## config.mk

```make
export PLATFORM = sky130hd
export DESIGN_NAME = joltage_stream
export DESIGN_NICKNAME = d
export VERILOG_FILES = /design/src/rtl/joltage_stream.sv
export SDC_FILE = /design/constraint.sdc
export NUM_CORES = 2
export LEC_CHECK = 0
export BUFFER_PORTS_ARGS = -buffer_cell sky130_fd_sc_hd__buf_2
export CAP_MARGIN = 20
export CORE_UTILIZATION = 30
export DETAILED_ROUTE_END_ITERATION = 8
export SLEW_MARGIN = 15
export SYNTH_ARGS = -nofsm -noshare
export SYNTH_HDL_FRONTEND = slang
export SYNTH_SLANG_ARGS = --single-unit
```

## constraint.sdc

```tcl
create_clock -name clk -period 17.96 [get_ports clk]
set_clock_uncertainty 0.05 [all_clocks]
set_input_delay 0.898 -clock clk [delete_from_list [all_inputs] [get_ports clk]]
set_output_delay 0.898 -clock clk [all_outputs]
set_load 0.03 [all_outputs]
```

## src/rtl/joltage_stream.sv

```systemverilog
// joltage_stream: buffers one line of digits, then finds the largest K_A- and K_B-digit subsequences.
// Optional macro JOLTAGE_SAT_EN: accumulators saturate instead of wrapping.
module joltage_stream #(
  parameter int MAX_LEN = 128,
  parameter int K_A     = 2,
  parameter int K_B     = 12,
  parameter int ACC_W   = 64
) (
  input  logic             clk,
  input  logic             rst,
  input  logic             clear,
  input  logic             s_valid,
  input  logic [3:0]       s_digit,
  input  logic             s_last,
  output logic             s_ready,
  output logic             busy,
  output logic             res_valid,
  output logic [ACC_W-1:0] res_a,
  output logic [ACC_W-1:0] res_b,
  output logic             res_err,
  output logic [ACC_W-1:0] acc_a,
  output logic [ACC_W-1:0] acc_b,
  output logic [31:0]      line_cnt
);
  // state | meaning
  // IDLE  | accept digits into the line buffer
  // LOAD  | preload both chains with the line tail, set pointer, flag short line
  // SCAN  | feed buf[p] into the chains, p counting down to 0
  // DONE  | report per-line values, update accumulators and line count

  localparam int AW = (MAX_LEN > 1) ? $clog2(MAX_LEN) : 1;
  localparam int PW = $clog2(MAX_LEN + 1);

  typedef enum logic [1:0] {S_IDLE, S_LOAD, S_SCAN, S_DONE} state_t;
  state_t r_state, w_state_nx;

  logic [3:0]       r_buf [MAX_LEN];
  logic [3:0]       r_ca [K_A];
  logic [3:0]       w_ca_nx [K_A];
  logic [3:0]       r_cb [K_B];
  logic [3:0]       w_cb_nx [K_B];
  logic [PW-1:0]    r_n;
  logic [AW-1:0]    r_p;
  logic             r_ovf, r_short;
  logic [ACC_W-1:0] r_res_a, r_res_b, r_acc_a, r_acc_b;
  logic [ACC_W-1:0] w_val_a, w_val_b, w_acc_a_nx, w_acc_b_nx;
  logic [31:0]      r_line_cnt;
  logic             w_accept, w_short_ld, w_err, w_b_en, w_en_a, w_en_b;
  logic [3:0]       w_d;

  assign w_accept   = s_valid & (r_state == S_IDLE);
  assign w_short_ld = r_n < PW'(K_B);
  assign w_err      = r_short | r_ovf;
  assign w_d        = r_buf[r_p];
  // chain B only sees digits left of its preloaded window
  assign w_b_en     = PW'(r_p) < (r_n - PW'(K_B));

  assign acc_a    = r_acc_a;
  assign acc_b    = r_acc_b;
  assign line_cnt = r_line_cnt;

  always_ff @(posedge clk) begin
    if (rst) r_state <= S_IDLE;
    else     r_state <= w_state_nx;
  end

  always_comb begin
    w_state_nx = r_state;
    s_ready    = 1'b0;
    busy       = 1'b1;
    res_valid  = 1'b0;
    res_err    = 1'b0;
    res_a      = r_res_a;
    res_b      = r_res_b;
    case (r_state)
      S_IDLE: begin
        s_ready = 1'b1;
        busy    = 1'b0;
        if (w_accept && s_last) w_state_nx = S_LOAD;
      end
      S_LOAD: begin
        if (w_short_ld || r_ovf || r_n == PW'(K_A)) w_state_nx = S_DONE;
        else                                        w_state_nx = S_SCAN;
      end
      S_SCAN: if (r_p == '0) w_state_nx = S_DONE;
      S_DONE: begin
        w_state_nx = S_IDLE;
        res_valid  = 1'b1;
        res_err    = w_err;
        res_a      = w_err ? '0 : w_val_a;
        res_b      = w_err ? '0 : w_val_b;
      end
      default: w_state_nx = S_IDLE;
    endcase
  end

  always_comb begin
    w_en_a     = w_d >= r_ca[0];
    w_ca_nx[0] = w_en_a ? w_d : r_ca[0];
    for (int i = 1; i < K_A; i++) begin
      w_en_a     = w_en_a & (r_ca[i-1] >= r_ca[i]);
      w_ca_nx[i] = w_en_a ? r_ca[i-1] : r_ca[i];
    end
    w_en_b     = w_d >= r_cb[0];
    w_cb_nx[0] = w_en_b ? w_d : r_cb[0];
    for (int i = 1; i < K_B; i++) begin
      w_en_b     = w_en_b & (r_cb[i-1] >= r_cb[i]);
      w_cb_nx[i] = w_en_b ? r_cb[i-1] : r_cb[i];
    end
  end

  always_comb begin
    w_val_a = '0;
    for (int i = 0; i < K_A; i++) w_val_a = (w_val_a << 3) + (w_val_a << 1) + ACC_W'(r_ca[i]);
    w_val_b = '0;
    for (int i = 0; i < K_B; i++) w_val_b = (w_val_b << 3) + (w_val_b << 1) + ACC_W'(r_cb[i]);
  end

`ifdef JOLTAGE_SAT_EN
  logic [ACC_W:0] w_sum_a, w_sum_b;
  always_comb begin
    w_sum_a    = {1'b0, r_acc_a} + {1'b0, w_val_a};
    w_sum_b    = {1'b0, r_acc_b} + {1'b0, w_val_b};
    w_acc_a_nx = w_sum_a[ACC_W] ? '1 : w_sum_a[ACC_W-1:0];
    w_acc_b_nx = w_sum_b[ACC_W] ? '1 : w_sum_b[ACC_W-1:0];
  end
`else
  always_comb begin
    w_acc_a_nx = r_acc_a + w_val_a;
    w_acc_b_nx = r_acc_b + w_val_b;
  end
`endif

  always_ff @(posedge clk) begin
    if (w_accept && r_n < PW'(MAX_LEN)) r_buf[AW'(r_n)] <= s_digit;
  end

  // chain contents are don't-care outside LOAD/SCAN, so no reset
  always_ff @(posedge clk) begin
    if (r_state == S_LOAD) begin
      for (int i = 0; i < K_A; i++) r_ca[i] <= r_buf[AW'(r_n - PW'(K_A - i))];
      for (int i = 0; i < K_B; i++) r_cb[i] <= r_buf[AW'(r_n - PW'(K_B - i))];
    end else if (r_state == S_SCAN) begin
      r_ca <= w_ca_nx;
      if (w_b_en) r_cb <= w_cb_nx;
    end
  end

  always_ff @(posedge clk) begin
    if (rst) begin
      r_n        <= '0;
      r_p        <= '0;
      r_ovf      <= 1'b0;
      r_short    <= 1'b0;
      r_res_a    <= '0;
      r_res_b    <= '0;
      r_acc_a    <= '0;
      r_acc_b    <= '0;
      r_line_cnt <= '0;
    end else begin
      case (r_state)
        S_IDLE: begin
          if (clear) begin
            r_acc_a    <= '0;
            r_acc_b    <= '0;
            r_line_cnt <= '0;
          end
          if (w_accept) begin
            if (r_n < PW'(MAX_LEN)) r_n   <= r_n + PW'(1);
            else                    r_ovf <= 1'b1;
          end
        end
        S_LOAD: begin
          r_short <= w_short_ld;
          r_p     <= AW'(r_n - PW'(K_A + 1));
        end
        S_SCAN: r_p <= r_p - AW'(1);
        S_DONE: begin
          r_res_a    <= w_err ? '0 : w_val_a;
          r_res_b    <= w_err ? '0 : w_val_b;
          r_line_cnt <= r_line_cnt + 32'd1;
          if (!w_err) begin
            r_acc_a <= w_acc_a_nx;
            r_acc_b <= w_acc_b_nx;
          end
          r_n     <= '0;
          r_ovf   <= 1'b0;
          r_short <= 1'b0;
        end
        default: ;
      endcase
    end
  end
endmodule

```

==> summary.md <==
| Metric | Value |
|---|---|
| Die X | `515 um` |
| Finished Layout Cells | `11,400` |
| Critical path required time | `17.01 ns` |
| Clk sinks | `882` |
| CTS tree | `yes` |
| Worst path arrival time | `17.98 ns` |
| Mapped Nets | `7,475` |
| RSZ-0062 raised after global routing | `yes` |
| Max Cap Viol | `0` |
| Main synth FF type | `edfxtp_1` |
| Drt via density | `5.81` |
| Routed via count | `66,400` |
| Synth Area in Compound Gates | `10.9%` |
| Critical path class | `register to primary output` |
| Final HPWL DP | `222 mm` |
| Number of synthesized flops with an enable pin | `568` |
| CP endpoint kind | `primary output` |
| Starting Density | `30.3%` |
| # port buffers | `300` |
| DRT Pass-1 Iters | `6` |
| FP Rows | `187` |
| Initial antenna violation count | `19` |
| HP Class | `register to register` |
| Vias in the first global route | `63,700` |
| Layout cells sized above 1 | `37.9%` |
| DRC | `0` |
| Startpoint types | `register` |
| Synth unique cells | `86` |
| FF-to-FF Start | `r_cb[46]` |
| WL/cell | `25.8 um` |
| DP Cell Count | `11,100` |
| Root buffer cell | `clkbuf_16` |
| Multi-input logic area | `0.0570 mm^2` |
| Clk buf depth | `3` |
| Die Y | `515 um` |
| Die area | `0.265 mm^2` |
| Synth top area share | `27.0%` |
| Yosys reg bits | `882` |
| Crit-path leading delay family | `adder cells` |
| Synth Area in XOR/XNOR | `4.85%` |
| Rel. slew slack | `14.4%` |
| Max FO, Critical Path | `4` |
| Post-synthesis simple-gate area fraction | `9.47%` |
| Final hold vios | `0` |
| ANT nets after route | `0` |
| Setup TNS | `-14.38 ns` |
| Final WS setup | `-0.972 ns` |
| Largest net degree at the start of global routing | `131` |
| Critical Path Most Common Cell | `ha_4` |
| CP peak stage delay | `0.56 ns` |
| Worst Tran Pin Value | `1.28 ns` |
| Fraction of registers with async set/reset | `0%` |
| Core area | `0.260 mm^2` |
| Crit share post-route | `105%` |
| HP Start | `r_res_a[27]` |
| Final net count | `8,510` |
| Largest family of logic cells by synthesized area | `multiplexers` |
| Synthesized area | `0.0789 mm^2` |
| Final WL | `295 mm` |
| Sequential area share after synthesis | `29.6%` |
| F_max | `52.8 MHz` |
| Mux contribution to synthesized area | `31.1%` |
| Clock buffer count from CTS | `101` |
| Reg clk slew, reported paths | `0.06 ns` |
| CP max-delay cell | `fa_2` |
| Layout fillers | `24,800` |
| Ports | `301` |
| Most frequent cells in the layout | `buf_4, mux4_2, edfxtp_1` |
| Area leader, netlist | `mux4_2` |
| Starting DRT DRC Count | `7,394` |
| GRT Overall Usage | `21.6%` |
| Synth area leaders | `mux4_2, edfxtp_1, ha_1` |
| Layout Area Growth over Synthesis | `25.0%` |
| Most common library cell in the layout ignoring fill and taps | `buf_4` |
| H-tree Lvls | `3` |
| Outcome | `complete, but fails checks` |
| Fin crit period | `18.93 ns` |
| Register area | `0.0234 mm^2` |
| Post-synthesis adder-cell area fraction | `10.7%` |
| First-pass GRT wire length | `427 mm` |
| Syn_area_per_cell | `11.6 um^2` |
| Warnings, synthesis | `0` |
| Failing checks | `setup timing` |
| Clock Latency Late Sink | `0.80 ns` |
| Buf+Inv Stages, Crit Path | `19` |
| CP Launch Point | `r_cb[46]` |
| # setup viols final | `34` |
| Routability cong. | `1.01` |
| Fin. max-slew vios | `0` |
| Cells after Synth | `6,804` |
| Grt ovf | `0` |
==> worst register-to-register path, delay by kind of cell (launching register included) <==
kind,cells,cell delay (ns)
AND/OR/NAND/NOR,15,2.70
buffers and inverters,19,2.38
AO/OA/AOI/OAI,29,4.39
XOR/XNOR,13,2.37
adder cells (fa/ha/maj),20,6.07
flip-flops,1,0.37
==> worst paths after layout <==
path	end	slack [ns]	cells after the start
hold / removal	r_res_a[27]	0.40	1
setup reg to reg	acc_b[52]	-0.46	96
hold reg to reg	r_res_a[27]	0.40	1
setup / recovery	res_b[46]	-0.97	91
==> layer usage <==
| layer | up-vias | track usage, % | part of all wire, % |
|---|---|---|---|
| met1 | 33200 | 26.8 | 37 |
| met5 | - | 0 | 0.023 |
| met2 | 3760 | 34.5 | 46 |
| li1 | 28700 | - | - |
| met4 | 12 | 12.6 | 6.5 |
| met3 | 797 | 4.71 | 9.8 |
==> layout make-up <==
cell class                 instances  area share [%]
inverter                         296            1.13
timing repair buffer            1314            9.42
sequential                       882            23.7
antenna                           12          0.0304
clock buffer                     124            2.77
multi-input combinational       5244            57.8
clock inverter                    63           0.713
tap                             3496            4.44
==> cells by family (layout without fill, tap and decap cells) <==
kind of cell    after synthesis  count (layout)
flops                       882             882
xor+xnor                    437             437
other cells                   0              12
compound gates             1321            1321
simple gates               1558            1558
buf+inv                     678            1797
mux                        1266            1266
fa+ha+maj                   662             662
==> Yosys cell counts, types with 26 or more instances <==
cell      count
dfxtp_1     314
inv_1       293
a21oi_1     410
buf_1        62
buf_2       103
mux2i_1     306
edfxtp_1    568
fa_1         26
nand4_1      41
a21o_1      155
xnor2_1     290
nand2b_1     69
nor2_1      524
clkbuf_1    214
o21ai_0     213
and2_1      136
o21a_1       57
nand3_1      92
a22o_1       65
a22oi_1      38
mux4_2      944
a211oi_1     83
nand2_1     333
and3_1       47
o211ai_1     26
o21bai_1     49
ha_1        636
a31oi_1      43
nor2b_1     155
xor2_1      147
nor3_1       73
or3_1        38
==> registers in the layout, indices dropped and copies added (netlist names), named ones only <==
register and flops:
r_p 7, r_res_b 64, r_n 8, r_buf 512
r_ca 8, r_short 1, r_cb 48, acc_a 64
line_cnt 32, r_res_a 64, acc_b 64, r_ovf 1
r_state 2
==> repair_timing <==
item,CTS,global route
pin swaps,289,235
resized for setup,329,259
endpoints found under the setup margin,54,62
buffers inserted,128,49
hold buffers,0,0
==> per-stage QoR <==
| step | hold slack, ns | setup slack, ns | util, % | area (um^2) |
|---|---|---|---|---|
| final | 0.399 | -0.972 | 37.9 | 98600 |
| after floorplan | 0.371 | 0.000306 | - | 79500 |
| after global routing | 0.412 | -1.84 | 37.9 | 98600 |
| after CTS | 0.389 | -0.818 | 37.1 | 96700 |
| after detailed placement | 0.386 | -1.19 | 34.8 | 90500 |
| after global placement | 0.384 | -1.10 | 34.8 | 90500 |
Power is left out: the tool's default activity adds up to more than one toggle a clock period on the data nets, which glitch-free logic cannot reach.
